===== src/rtl/usr_shift_nbit.sv =====
// Parametrised universal shift register with shift/rotate/load/clear and a counted burst controller.
// Optional macro USR_SHIFT_PARITY_EN adds a combinational parity output (XOR reduction of q).
module usr_shift_nbit #(
    parameter int WIDTH = 4,
    parameter int CNT_W = 4
) (
    input  logic             clk,
    input  logic             rst,
    input  logic [2:0]       mode,
    input  logic             sin_l,
    input  logic             sin_r,
    input  logic [WIDTH-1:0] pdata,
    input  logic             start,
    input  logic [CNT_W-1:0] count,
    output logic [WIDTH-1:0] q,
    output logic             sout_r,
    output logic             sout_l,
    output logic             busy,
    output logic             done
`ifdef USR_SHIFT_PARITY_EN
    ,
    output logic             parity
`endif
);

    localparam logic [2:0] MODE_HOLD  = 3'b000;
    localparam logic [2:0] MODE_SHR   = 3'b001;
    localparam logic [2:0] MODE_SHL   = 3'b010;
    localparam logic [2:0] MODE_ROR   = 3'b011;
    localparam logic [2:0] MODE_ROL   = 3'b100;
    localparam logic [2:0] MODE_LOAD  = 3'b101;
    localparam logic [2:0] MODE_CLEAR = 3'b110;

    localparam logic [CNT_W-1:0] CNT_ONE = {{(CNT_W-1){1'b0}}, 1'b1};

    typedef enum logic [1:0] {
        ST_IDLE,
        ST_BURST,
        ST_DONE
    } state_t;

    state_t           state_reg;
    logic [WIDTH-1:0] q_reg;
    logic [CNT_W-1:0] cnt_reg;
    logic [2:0]       mode_reg;
    logic             busy_reg;
    logic             done_reg;

    logic [2:0]       step_mode;
    logic             msb_fill;
    logic             lsb_fill;
    logic [WIDTH-1:0] shr_vec;
    logic [WIDTH-1:0] shl_vec;
    logic [WIDTH-1:0] q_next;
    logic             start_shift;

    // During a burst the latched mode drives the datapath; otherwise the live mode does.
    assign step_mode = (state_reg == ST_BURST) ? mode_reg : mode;
    assign msb_fill  = (step_mode == MODE_ROR) ? q_reg[0] : sin_l;
    assign lsb_fill  = (step_mode == MODE_ROL) ? q_reg[WIDTH-1] : sin_r;

    genvar gi;
    generate
        for (gi = 0; gi < WIDTH; gi = gi + 1) begin : g_neighbour
            if (gi == WIDTH - 1) begin : g_msb
                assign shr_vec[gi] = msb_fill;
            end else begin : g_mid_r
                assign shr_vec[gi] = q_reg[gi+1];
            end
            if (gi == 0) begin : g_lsb
                assign shl_vec[gi] = lsb_fill;
            end else begin : g_mid_l
                assign shl_vec[gi] = q_reg[gi-1];
            end
        end
    endgenerate

    always_comb begin
        q_next = q_reg;
        case (step_mode)
            MODE_SHR, MODE_ROR: q_next = shr_vec;
            MODE_SHL, MODE_ROL: q_next = shl_vec;
            MODE_LOAD:          q_next = pdata;
            MODE_CLEAR:         q_next = '0;
            default:            q_next = q_reg;
        endcase
    end

    assign start_shift = start && (mode >= MODE_SHR) && (mode <= MODE_ROL);

    always_ff @(posedge clk or negedge rst) begin
        if (!rst) begin
            state_reg <= ST_IDLE;
            q_reg     <= '0;
            cnt_reg   <= '0;
            mode_reg  <= MODE_HOLD;
            busy_reg  <= 1'b0;
            done_reg  <= 1'b0;
        end else begin
            case (state_reg)
                ST_IDLE: begin
                    done_reg <= 1'b0;
                    if (start_shift) begin
                        // Accepting a burst consumes this edge; shifting begins next edge.
                        mode_reg <= mode;
                        cnt_reg  <= count;
                        if (count != '0) begin
                            state_reg <= ST_BURST;
                            busy_reg  <= 1'b1;
                        end else begin
                            state_reg <= ST_DONE;
                            done_reg  <= 1'b1;
                        end
                    end else begin
                        q_reg <= q_next;
                    end
                end
                ST_BURST: begin
                    q_reg   <= q_next;
                    cnt_reg <= cnt_reg - CNT_ONE;
                    if (cnt_reg == CNT_ONE) begin
                        state_reg <= ST_DONE;
                        busy_reg  <= 1'b0;
                        done_reg  <= 1'b1;
                    end
                end
                ST_DONE: begin
                    state_reg <= ST_IDLE;
                    done_reg  <= 1'b0;
                    busy_reg  <= 1'b0;
                end
                default: begin
                    state_reg <= ST_IDLE;
                    busy_reg  <= 1'b0;
                    done_reg  <= 1'b0;
                end
            endcase
        end
    end

    assign q      = q_reg;
    assign sout_r = q_reg[0];
    assign sout_l = q_reg[WIDTH-1];
    assign busy   = busy_reg;
    assign done   = done_reg;

`ifdef USR_SHIFT_PARITY_EN
    assign parity = ^q_reg;
`endif

endmodule


===== config.mk =====
export PLATFORM = sky130hd
export DESIGN_NAME = usr_shift_nbit
export DESIGN_NICKNAME = d
export VERILOG_FILES = /design/src/rtl/usr_shift_nbit.sv
export SDC_FILE = /design/constraint.sdc
export NUM_CORES = 1
export LEC_CHECK = 0
export ABC_AREA = 1
export CELL_PAD_IN_SITES_DETAIL_PLACEMENT = 0
export CELL_PAD_IN_SITES_GLOBAL_PLACEMENT = 1
export CORE_UTILIZATION = 37
export DETAILED_ROUTE_END_ITERATION = 8
export PLACE_DENSITY_LB_ADDON = 0.12
export SYNTH_ARGS = -nofsm -noshare
export SYNTH_HDL_FRONTEND = slang
export SYNTH_SLANG_ARGS = --single-unit

===== constraint.sdc =====
create_clock -name clk -period 2 [get_ports clk]
set_input_delay 0.4 -clock clk [delete_from_list [all_inputs] [get_ports clk]]
set_output_delay 0.4 -clock clk [all_outputs]
set_load 0.03 [all_outputs]

==> impl_metrics.py <==
metrics = {
    "die": {
        "die_area_mm2": 0.00306,
        "core_area_mm2": 0.00259,
        "fp.dieH_um": 55.3,
        "ioPinCount": 24,
        "fp.dieW_um": 55.3,
        "rows": 18,
        "start_util_pct": 40.6,
    },
    "clock_network": {
        "max-clock-path-buffers": 2,
        "root_buffer": "clkbuf_4",
        "post_cts_resized": 0,
        "numCtsBuffers": 3,
        "tritoncts": "built",
        "clk_pin_slew_ns": 0.09,
        "ctsHoldBuffers": 0,
        "clkSinkCount": 15,
        "h-tree-depth": 1,
        "clock_latency_ns": 0.28,
        "post-cts-setup-buffers": 0,
    },
    "placement": {
        "dp_cells": 201,
        "dpl.hpwl_mm": 1.87,
        "place_ws_ns": 0.203,
        "gp_congestion": 0.827,
        "dpl_cell_area_mm2": 0.00130,
        "portBuffers": 23,
    },
    "synthesis": {
        "synth-warning-count": 0,
        "synth_top_area_cell": "dfrtp_1",
        "synth_top_area_share_pct": 35.7,
        "synth-seq-cells": 15,
        "syn_inst": 150,
        "syn_area_mm2": 0.00105,
        "ys_seq_area_share_pct": 35.7,
        "postSynthAreaPerCell_um2": 7.01,
        "synth.area.top_cells": "dfrtp_1, nand2_1, nand3_1, inv_1, nand2_2",
        "synth.distinct_cells": 28,
        "synth_nets": 168,
    },
    "worst_setup_path": {
        "r2r_slack_ns": 0.47,
        "end_kind": "primary output",
        "cp_cell_sequence": "clkdlybuf4s50_1",
        "cp_max_fo": 5,
        "worstSetupStartpointType": "flop",
        "cp.buffers_inverters": 1,
        "worstPathRequired_ns": 1.60,
        "cp_slowest_cell": "clkdlybuf4s50_1",
        "setup.worst_path.class": "flop to primary output",
        "cp.arrival_ns": 1.41,
        "rr_worst_depth": 8,
        "cp_top_family": "buffers and inverters",
        "cp_slowest_stage_delay_ns": 0.70,
        "r2r_start": "state_reg[0]",
        "timing.rr.end": "q[3]",
    },
    "timing": {
        "rsz0062_at_grt": "false",
        "maxSlewViolCount": 0,
        "clock_skew_ns": 0.00372,
        "maxSlewHeadroom_pct": 72.8,
        "post-route-min-period_ns": 1.81,
        "finalSetupTns_ns": 0,
        "setup_ws_ns": 0.194,
        "fmax_mhz": 554,
        "period_share_pct": 90.3,
        "hold_viol_final": 0,
        "worst_pin_slew_ns": 0.408,
        "setup_viol": 0,
    },
    "drt": {
        "avgViaCountPerCell": 4.94,
        "drt_iter0_markers": 32,
        "vias": 1013,
        "wl_mm": 2.40,
        "firstDrtPassIters": 4,
        "wl_per_cell_um": 11.7,
        "ant_nets": 0,
        "drcViolationCount": 0,
    },
    "outcome": {
        "outcome": "finished, final reports clean",
    },
    "global_routing": {
        "gr-usage-all-layers_pct": 18.2,
        "antenna_found_initial": 0,
        "overflow": 0,
        "grt_pass1_vias": 983,
        "grt_max_degree": 16,
        "grt_pass1_wl_mm": 4.53,
    },
    "final_layout": {
        "n_antenna_cell": 0,
        "post_layout_nonfiller_instances": 205,
        "final_common_cell": "nand2_1",
        "final_nets": 194,
        "fin_area_mm2": 0.00133,
        "layout-drive-gt1-share_pct": 13.7,
        "final_cell_mix": "nand2_1, clkdlybuf4s50_1, nand3_1",
        "syn2layout_area_growth_pct": 26.5,
    },
    "power": {
        "vdd_drop_max_mv": 0.892,
        "total_power_mw": 2.20,
        "p_per_area_mw_per_mm2": 1650,
        "power.leakage_nw": 0.669,
    },
    "hold_path": {
        "hold_path.class": "input port to async pin",
    },
    "flow_run": {
        "cap_violations": 0,
    },
}
metal layers:
layer | track usage [%] | wire, um | share of wire (%)
met5 | 0 | 0 | 0
met4 | 4.29 | 12 | 0.50
met3 | 4.92 | 154 | 6.4
met2 | 27.7 | 1050 | 44
met1 | 25.8 | 1180 | 49
per-stage QoR:
step,hold WS [ns],util [%]
final,0.424,51.4
after global routing,0.434,51.4
after detailed placement,0.493,50.3
after global placement,0.495,50.3
after floorplan,0.104,-
after CTS,0.416,51.4
synth_stat cells:
cell type / count
a21oi_1: 2
a31oi_1: 1
buf_2: 1
buf_4: 2
buf_6: 1
dfrtp_1: 15
ha_1: 2
inv_1: 15
inv_2: 2
inv_4: 1
nand2_1: 46
nand2_2: 9
nand2_4: 1
nand2_8: 1
nand3_1: 18
nand3_2: 1
nand3b_1: 1
nand4_1: 4
nor2_1: 12
nor2_2: 1
nor2b_2: 1
nor4_1: 1
o211ai_1: 1
o21ai_0: 2
o21ai_1: 6
o21ai_2: 1
o221ai_1: 1
xor2_1: 1
kinds of logic after synthesis:
logic type / synth area share [%]
compound gates: 7.74
xor+xnor: 0.833
fa+ha+maj: 2.38
buf+inv: 9.64
flops: 35.7
simple gates: 43.7
power by group:
group / total [mW] / switching [mW] / internal (mW)
clock: 0.172 / 0.0981 / 0.0741
sequential: 0.590 / 0.143 / 0.447
combinational: 1.44 / 0.897 / 0.542
worst max path at each step:
stage	to	cells past startpoint	start	slack, ns
finish	q[3]	1	q[3]	0.19
global route	q[3]	1	q[3]	0.13
CTS	q[3]	1	q[3]	0.17
detailed placement	q[2]	10	mode[1]	0.20
global placement	q[3]	9	mode[1]	0.20
floorplan	q[3]	9	state_reg[1]	0.73
cell type report:
| cell class | instances | area, um2 |
|---|---|---|
| Timing Repair Buffer | 25 | 245 |
| Inverter | 18 | 70.1 |
| Multi-Input combinational cell | 113 | 574 |
| Clock inverter | 1 | 5.00 |
| Fill cell | 261 | 1260 |
| Clock buffer | 3 | 22.5 |
| Tap cell | 30 | 37.5 |
| Sequential cell | 15 | 375 |
No activity file was read; power rests on OpenSTA's default activity.
